### config.mk
export PLATFORM = sky130hd
export DESIGN_NAME = regfile_port_arb
export DESIGN_NICKNAME = d
export VERILOG_FILES = /design/src/rtl/regfile_port_arb_pkg.sv /design/src/rtl/regfile_port_arb_wbuf.sv /design/src/rtl/regfile_port_arb.sv
export SDC_FILE = /design/constraint.sdc
export NUM_CORES = 1
export LEC_CHECK = 0
export BUFFER_PORTS_ARGS = -buffer_cell sky130_fd_sc_hd__buf_2
export CORE_MARGIN = 4
export CORE_UTILIZATION = 29
export DETAILED_ROUTE_END_ITERATION = 12
export HOLD_SLACK_MARGIN = 0.05
export PLACE_DENSITY = 0.54
export SYNTH_ARGS = -nofsm -noshare
export SYNTH_HDL_FRONTEND = slang
export SYNTH_HIERARCHICAL = 1
export SYNTH_SLANG_ARGS = --single-unit
### constraint.sdc
create_clock -name clk -period 2.4 [get_ports clk]
set_clock_uncertainty 0.1 [all_clocks]
set_input_delay 0.48 -clock clk [delete_from_list [all_inputs] [get_ports clk]]
set_output_delay 0.48 -clock clk [all_outputs]
set_load 0.01 [all_outputs]
### src/rtl/regfile_port_arb_pkg.sv
// Shared widths, grant tags and payload structs for the Regfile port arbiter.
package regfile_port_arb_pkg;

    localparam int unsigned XLEN       = 32;
    localparam int unsigned REG_ADDR_W = 5;

    // Which requester owns the Regfile port in a given cycle.
    typedef enum logic [1:0] {
        RF_GNT_NONE = 2'd0,
        RF_GNT_WR   = 2'd1,
        RF_GNT_ID   = 2'd2,
        RF_GNT_DBG  = 2'd3
    } rf_gnt_e;

    // One buffered write-back.
    typedef struct packed {
        logic [REG_ADDR_W-1:0] addr;
        logic [XLEN-1:0]       data;
    } wb_entry_t;

    // Read context captured at grant time, consumed when the Regfile data returns.
    typedef struct packed {
        logic            fwd1;
        logic            fwd2;
        logic            zero1;
        logic            zero2;
        logic [XLEN-1:0] fwd_data;
    } rsp_ctx_t;

endpackage

### src/rtl/regfile_port_arb_wbuf.sv
// One-entry write buffer with address-compare outputs for read forwarding.
module regfile_port_arb_wbuf
    import regfile_port_arb_pkg::*;
(
    input  logic                  clk,
    input  logic                  rst_n,
    input  logic                  push,
    input  wb_entry_t             push_entry,
    input  logic                  pop,
    input  logic [REG_ADDR_W-1:0] cmp_addr1,
    input  logic [REG_ADDR_W-1:0] cmp_addr2,
    output logic                  full,
    output wb_entry_t             entry,
    output logic                  hit1_c,
    output logic                  hit2_c
);

    // Refill wins over drain so a write can be retired and replaced in one cycle.
    always_ff @(posedge clk or negedge rst_n) begin
        if (!rst_n) begin
            full  <= 1'b0;
            entry <= '0;
        end else if (push) begin
            full  <= 1'b1;
            entry <= push_entry;
        end else if (pop) begin
            full  <= 1'b0;
        end
    end

    // A read hits only a live entry at a nonzero address.
    always_comb begin
        hit1_c = full && (cmp_addr1 == entry.addr) && (cmp_addr1 != '0);
        hit2_c = full && (cmp_addr2 == entry.addr) && (cmp_addr2 != '0);
    end

endmodule

### src/rtl/regfile_port_arb.sv
// Single owner of the Regfile port: arbitrates WB writes, ID reads and debug reads.
module regfile_port_arb
    import regfile_port_arb_pkg::*;
#(
    parameter int unsigned STARVE_MAX = 4
) (
    input  logic                  clk,
    input  logic                  rst_n,
    input  logic                  wb_valid,
    output logic                  wb_ready,
    input  logic [REG_ADDR_W-1:0] wb_addr,
    input  logic [XLEN-1:0]       wb_data,
    input  logic                  id_req,
    output logic                  id_gnt,
    input  logic [REG_ADDR_W-1:0] id_rs1,
    input  logic [REG_ADDR_W-1:0] id_rs2,
    output logic                  id_rsp_valid,
    output logic [XLEN-1:0]       id_rdata1,
    output logic [XLEN-1:0]       id_rdata2,
    input  logic                  dbg_req,
    output logic                  dbg_gnt,
    input  logic [REG_ADDR_W-1:0] dbg_addr,
    output logic                  dbg_rsp_valid,
    output logic [XLEN-1:0]       dbg_rdata,
    output logic                  rf_wr_en,
    output logic [REG_ADDR_W-1:0] rf_waddr,
    output logic [XLEN-1:0]       rf_wdata,
    output logic [REG_ADDR_W-1:0] rf_raddr1,
    output logic [REG_ADDR_W-1:0] rf_raddr2,
    input  logic [XLEN-1:0]       rf_rdata1,
    input  logic [XLEN-1:0]       rf_rdata2
);

    localparam int unsigned CNT_W = $clog2(STARVE_MAX + 1);

    rf_gnt_e          gnt_tag_c;
    logic             wr_gnt_c;
    logic             read_pend_c;
    logic             starve_hit_c;
    logic             push_c;
    logic [CNT_W-1:0] starve_cnt;

    logic             buf_full;
    wb_entry_t        buf_entry;
    wb_entry_t        push_entry_c;
    logic             hit1_c;
    logic             hit2_c;

    rsp_ctx_t         ctx_c;
    rsp_ctx_t         ctx_q;
    logic [XLEN-1:0]  rd1_c;
    logic [XLEN-1:0]  rd2_c;
    logic [XLEN-1:0]  id_rdata1_q;
    logic [XLEN-1:0]  id_rdata2_q;
    logic [XLEN-1:0]  dbg_rdata_q;

    assign read_pend_c  = id_req | dbg_req;
    assign starve_hit_c = (starve_cnt == CNT_W'(STARVE_MAX));

    // Port grant: buffered write first unless a read has waited STARVE_MAX write cycles.
    always_comb begin
        gnt_tag_c = RF_GNT_NONE;
        if (!rst_n) begin
            gnt_tag_c = RF_GNT_NONE;
        end else if (buf_full && !(read_pend_c && starve_hit_c)) begin
            gnt_tag_c = RF_GNT_WR;
        end else if (id_req) begin
            gnt_tag_c = RF_GNT_ID;
        end else if (dbg_req) begin
            gnt_tag_c = RF_GNT_DBG;
        end
    end

    assign wr_gnt_c = (gnt_tag_c == RF_GNT_WR);
    assign id_gnt   = (gnt_tag_c == RF_GNT_ID);
    assign dbg_gnt  = (gnt_tag_c == RF_GNT_DBG);

    // Accept while empty or while the current entry drains; x0 writes are swallowed.
    assign wb_ready = rst_n & (~buf_full | wr_gnt_c);
    assign push_c   = wb_valid & wb_ready & (wb_addr != '0);

    // Incoming write payload into the buffer.
    always_comb begin
        push_entry_c      = '0;
        push_entry_c.addr = wb_addr;
        push_entry_c.data = wb_data;
    end

    regfile_port_arb_wbuf u_wbuf (
        .clk        (clk),
        .rst_n      (rst_n),
        .push       (push_c),
        .push_entry (push_entry_c),
        .pop        (wr_gnt_c),
        .cmp_addr1  (rf_raddr1),
        .cmp_addr2  (rf_raddr2),
        .full       (buf_full),
        .entry      (buf_entry),
        .hit1_c     (hit1_c),
        .hit2_c     (hit2_c)
    );

    // Regfile command for the winning requester; idle cycles issue a discarded read.
    always_comb begin
        rf_wr_en  = wr_gnt_c;
        rf_waddr  = buf_entry.addr;
        rf_wdata  = buf_entry.data;
        rf_raddr1 = id_rs1;
        rf_raddr2 = id_rs2;
        if (dbg_gnt) begin
            rf_raddr1 = dbg_addr;
            rf_raddr2 = '0;
        end
    end

    // Count write wins that blocked a pending read; any other cycle resets the count.
    always_ff @(posedge clk or negedge rst_n) begin
        if (!rst_n) begin
            starve_cnt <= '0;
        end else if (wr_gnt_c && read_pend_c) begin
            starve_cnt <= starve_cnt + CNT_W'(1);
        end else begin
            starve_cnt <= '0;
        end
    end

    // Forwarding and zero-address context sampled at grant, before any same-cycle refill.
    always_comb begin
        ctx_c          = '0;
        ctx_c.fwd1     = hit1_c;
        ctx_c.fwd2     = hit2_c;
        ctx_c.zero1    = (rf_raddr1 == '0);
        ctx_c.zero2    = (rf_raddr2 == '0);
        ctx_c.fwd_data = buf_entry.data;
    end

    // Response strobes and read context, one cycle behind the grant.
    always_ff @(posedge clk or negedge rst_n) begin
        if (!rst_n) begin
            id_rsp_valid  <= 1'b0;
            dbg_rsp_valid <= 1'b0;
            ctx_q         <= '0;
        end else begin
            id_rsp_valid  <= id_gnt;
            dbg_rsp_valid <= dbg_gnt;
            if (id_gnt || dbg_gnt) begin
                ctx_q <= ctx_c;
            end
        end
    end

    // Select returned data: x0 reads zero, forwarded data overrides the Regfile.
    always_comb begin
        rd1_c = rf_rdata1;
        rd2_c = rf_rdata2;
        if (ctx_q.zero1) begin
            rd1_c = '0;
        end else if (ctx_q.fwd1) begin
            rd1_c = ctx_q.fwd_data;
        end
        if (ctx_q.zero2) begin
            rd2_c = '0;
        end else if (ctx_q.fwd2) begin
            rd2_c = ctx_q.fwd_data;
        end
        id_rdata1 = id_rsp_valid  ? rd1_c : id_rdata1_q;
        id_rdata2 = id_rsp_valid  ? rd2_c : id_rdata2_q;
        dbg_rdata = dbg_rsp_valid ? rd1_c : dbg_rdata_q;
    end

    // Hold the last delivered data while no response is valid.
    always_ff @(posedge clk or negedge rst_n) begin
        if (!rst_n) begin
            id_rdata1_q <= '0;
            id_rdata2_q <= '0;
            dbg_rdata_q <= '0;
        end else begin
            id_rdata1_q <= id_rdata1;
            id_rdata2_q <= id_rdata2;
            dbg_rdata_q <= dbg_rdata;
        end
    end

endmodule

# Yosys cells after proc, flatten, opt, wreduce, memory -nomap -nowiden
# Cells that the tools add are included.
# W data, S select, Z words.
# op_classes
bitwise	6
mux	16
n_reduce_logical	15
addsub	1
n_eq_ne	6
# op_table
op	count
$mux W32	7
$reduce_bool A5 Y1	3
$eq A5 B5 Y1	2
$logic_not A5 Y1	2
$mux W5	2
$mux W2	4
$logic_and A1 B1 Y1	7
$eq A2 B2 Y1 const B	2
$add A3 B1 Y3 const B	1
$and A1 B1 Y1	3
$eq A3 B3 Y1 const B	1
$mux W3	1
$eq A2 B1 Y1 const B	1
$mux W1	2
$or A1 B1 Y1	2
$reduce_bool A2 Y1	1
$logic_not A1 Y1	1
$logic_or A1 B1 Y1	1
$not A1 Y1	1
# totals
in_bits	121
register_bits	175
out_inout_bits	149

# Longest topological paths before layout
# logic_depth
ltp_word	12
mapped_depth	11
depth_no_buf	9

# Hierarchy
# Netlist, hierarchy kept.
# by_module_without_submodules
mod	cells_per_inst	area_per_inst_um2	instances	seq_area_each_um2
regfile_port_arb	470	6122.1	1	3428.3
regfile_port_arb_wbuf	101	1629.1	1	950.9

# Least setup slack after synthesis
# Ideal clock, no wire load.
# synth_timing
kind	register to register
startpoint	reg starve_cnt[0]
endpoint	reg ctx_q[35] (netlist name)
required_time_ns	2.175
arrival_time_ns	2.201
synth_period_minus_slack_ns	2.426
n_path_buf	2
setup_time_ns	0.125
path_slack_ns	-0.026
path_stages_with_launch	12
path_cell_list	dfrtp_1 -> inv_1 -> ha_1 -> a21bo_4 -> and4b_1 -> buf_6 -> buf_8 -> mux2_4 -> xor2_1 -> nor3_1 -> and4_1 -> mux2_2
# synth_lines
element	line_no	text
start: declaration	regfile_port_arb.sv:41	logic [CNT_W-1:0] starve_cnt;
start signal: assignment	regfile_port_arb.sv:121	starve_cnt <= starve_cnt + CNT_W'(1);
end signal: assignment	regfile_port_arb.sv:147	ctx_q <= ctx_c;
end: declaration	regfile_port_arb.sv:50	rsp_ctx_t ctx_q;

# Final worst setup path
# layout_timing
startpoint	reg starve_cnt[1]
endpoint	out rf_raddr1[4]
# layout_between
elab_chain_cells	8
# layout_rtl
element	line_no	text
$eq A3 B3 Y1	regfile_port_arb.sv:58	assign starve_hit_c = (starve_cnt == CNT_W'(STARVE_MAX));
$logic_and A1 B1 Y1	regfile_port_arb.sv:65	end else if (buf_full && !(read_pend_c && starve_hit_c)) begin
$logic_not A1 Y1	regfile_port_arb.sv:65	
$logic_and A1 B1 Y1	regfile_port_arb.sv:65	
$mux W2	regfile_port_arb.sv:65	
$mux W2	regfile_port_arb.sv:63	if (!rst_n) begin
$eq A2 B2 Y1	regfile_port_arb.sv:76	assign dbg_gnt = (gnt_tag_c == RF_GNT_DBG);
$mux W5	regfile_port_arb.sv:110	if (dbg_gnt) begin
end: declaration	regfile_port_arb.sv:28	output logic [REG_ADDR_W-1:0] rf_raddr1,
# No other way between the ends.

==> impl_metrics.tcl <==
set metrics [dict create \
    die_x_um 171 \
    yosysWarnings 6 \
    dieHeight_um 171 \
    fmax_mhz 378 \
    synthCells 571 \
    hold_viol 0 \
    p_per_area_nw_per_um2 948 \
    nets 1007 \
    coreArea_um2 26200 \
    synth_seq_cells 175 \
    firstDrtPassIters 4 \
    start_util_pct 29.6 \
    insertion_delay_ns 0.42 \
    endpoint_kind "output pin" \
    required_ns 1.82 \
    synth_nets 694 \
    syn_area_um2 7750 \
    grt_pass1_vias 6281 \
    fin_crit_sh_pct 110 \
    slew_headroom_pct 43.9 \
    dieArea_um2 29400 \
    cts_tree "done" \
    area_delta_synth_final_pct 47.7 \
    h-tree-depth 4 \
    failed_checks "negative setup slack" \
    dp_hpwl_um 15800 \
    drc 0 \
    total_leakage_power_uw 0.00538 \
    placed_cell_area_um2 9620 \
    rsz0062_at_grt "yes" \
    grt_pass1_wl_um 36500 \
    max_cap_viol_count 0 \
    nFillCells 2436 \
    synth_area_per_cell_um2 13.6 \
    multi_input_area_um2 3420 \
    yosysSeqAreaShare_pct 56.5 \
    tightestPinTransition_ns 0.842 \
    crit_arrival_ns 2.07 \
    holdWs_ns 0.0949 \
    critPathKind "reg -> out" \
    drv_slew 0 \
    setup_slack_ns -0.249 \
    row_count 59 \
    numCtsBuffers 17 \
    antennaDiodeCount 0 \
    num_vias 5658 \
    wl_per_cell_um 19.4 \
    cts_root_buf "clkbuf_16" \
    final_cell_mix "buf_2, dfrtp_1, mux2_4, buf_6, mux2i_1" \
    seqCellArea_um2 4390 \
    hold_class "in -> async" \
    drive_gt1_share_pct 59.7 \
    routed_via_density 4.60 \
    ant_nets 0 \
    p_total_uw 10900 \
    synth_cell_types 36 \
    top_level_ports 270 \
    antenna_found_initial 2 \
    io_buffers 269 \
    start_kind "register" \
    crit_fanout 7 \
    grt_max_degree 129 \
    clock_sinks 175 \
    routed_wl_um 23900 \
    ctsLongestPathBuffers 2 \
    setup_viol_count_final 57 \
    gp_congestion 0.761 \
    track_usage_pct 16.2 \
    path_clk_slew_ns 0.07 \
    vdd_ir_drop_max_mv 0.485 \
    drtIter0Drc 251 \
    grt_overflow 0 \
    fin_crit_ns 2.65 \
    status "complete, but fails checks" \
    finalInstanceArea_um2 11500 \
    final_common_cell "buf_2" \
]
## worst paths after layout
| kind | startpoint | to | slack [ns] | depth (start not counted) |
|---|---|---|---|---|
| setup / recovery | starve_cnt[1]$_DFF_PN0_ | rf_raddr1[4] | -0.25 | 7 |
| hold / removal | rst_n | u_wbuf/entry[33]$_DFFE_PN0P_ | 0.09 | 3 |
| setup reg to reg | starve_cnt[1]$_DFF_PN0_ | ctx_q[34]$_DFFE_PN0P_ | -0.11 | 11 |
| hold reg to reg | ctx_q[32]$_DFFE_PN0P_ | ctx_q[32]$_DFFE_PN0P_ | 0.40 | 2 |
| max in group asynchronous | rst_n | u_wbuf/entry[21]$_DFFE_PN0P_ | 1.33 | 3 |
| min in group clk | wb_data[14] | u_wbuf/entry[14]$_DFFE_PN0P_ | 0.18 | 2 |
## metal layers
| metal | track usage [%] | part of all wire, % |
|---|---|---|
| met5 | 0 | 0.11 |
| met4 | 3.86 | 1.8 |
| met3 | 3.84 | 5.6 |
| met1 | 21.1 | 44 |
| met2 | 27.4 | 48 |
## sequential cells by signal, summed over array words and instances, names as in the netlist
register       count
ctx_q             36
dbg_rdata_q       32
dbg_rsp_valid      1
id_rdata1_q       32
id_rdata2_q       32
id_rsp_valid       1
starve_cnt         3
u_wbuf/entry      37
u_wbuf/full        1
## per-stage QoR
stage / setup WS, ns / util [%] / TNS (ns) / cells
after floorplan: 0.0000888 / - / 0 / 571
after CTS: -0.284 / 43.0 / -6.94 / 1222
after detailed placement: -0.0320 / 36.7 / -0.0320 / 1159
after global routing: -0.328 / 43.7 / -10.49 / 1230
final: -0.249 / 43.7 / -3.45 / 1230
after global placement: 0.0253 / 36.7 / 0 / 1159
## Yosys cell counts (all sizes together)
master	instances	area, um^2
and3	2	15.0
mux2	140	1660
nor3	3	15.0
ha	2	25.0
o21ai	5	25.0
inv	37	139
mux2i	65	651
and2b	5	43.8
nand2b	1	6.26
a21o	1	7.51
or2	2	12.5
a21oi	1	5.00
o211ai	3	27.5
nor2	37	139
buf	26	174
nor4	3	18.8
o21a	1	7.51
or4	1	7.51
dfrtp	175	4380
and4	2	17.5
o22ai	32	200
nor2b	1	6.26
xor2	6	52.6
and4b	1	10.0
a21bo	1	16.3
clkbuf	9	33.8
xnor2	3	26.3
nand2	4	15.0
or3	1	6.26
o311a	1	10.0
## where the power goes
| group | internal, uW | switching (uW) |
|---|---|---|
| Sequential | 3840 | 464 |
| Combinational | 2270 | 1620 |
| Clock | 1440 | 1220 |
## critical path: stages, from the launching register on
cell,delay [ns]
dfrtp_1,0.35
inv_1,0.05
ha_2,0.18
a21bo_4,0.20
and4b_2,0.28
buf_12,0.15
mux2_4,0.31
buf_6,0.13
## area by class of cell
| cell class | instances | share of cell area [%] |
|---|---|---|
| Tap cell | 335 | 3.66 |
| Multi-Input combinational cell | 324 | 29.9 |
| Clock inverter | 13 | 1.15 |
| Timing Repair Buffer | 329 | 22.1 |
| Clock buffer | 17 | 3.72 |
| Sequential cell | 175 | 38.3 |
| Inverter | 37 | 1.21 |
## kinds of logic after synthesis
group,after synthesis,share of synthesized area [%]
flops,175,56.5
simple gates,63,4.04
mux,205,29.8
buf+inv,72,4.47
compound gates,45,3.86
fa+ha+maj,2,0.323
xor+xnor,9,1.02
## timing repair
| item | CTS | global route |
|---|---|---|
| pin swaps | 12 | 18 |
| hold endpoints to repair | 47 | 0 |
| gates cloned | 4 | 0 |
| buffers inserted | 28 | 10 |
| setup endpoints to repair | 86 | 77 |
| resized for setup | 155 | 36 |
| hold buffers | 1 | 0 |
(Power assumes the default switching activity.)
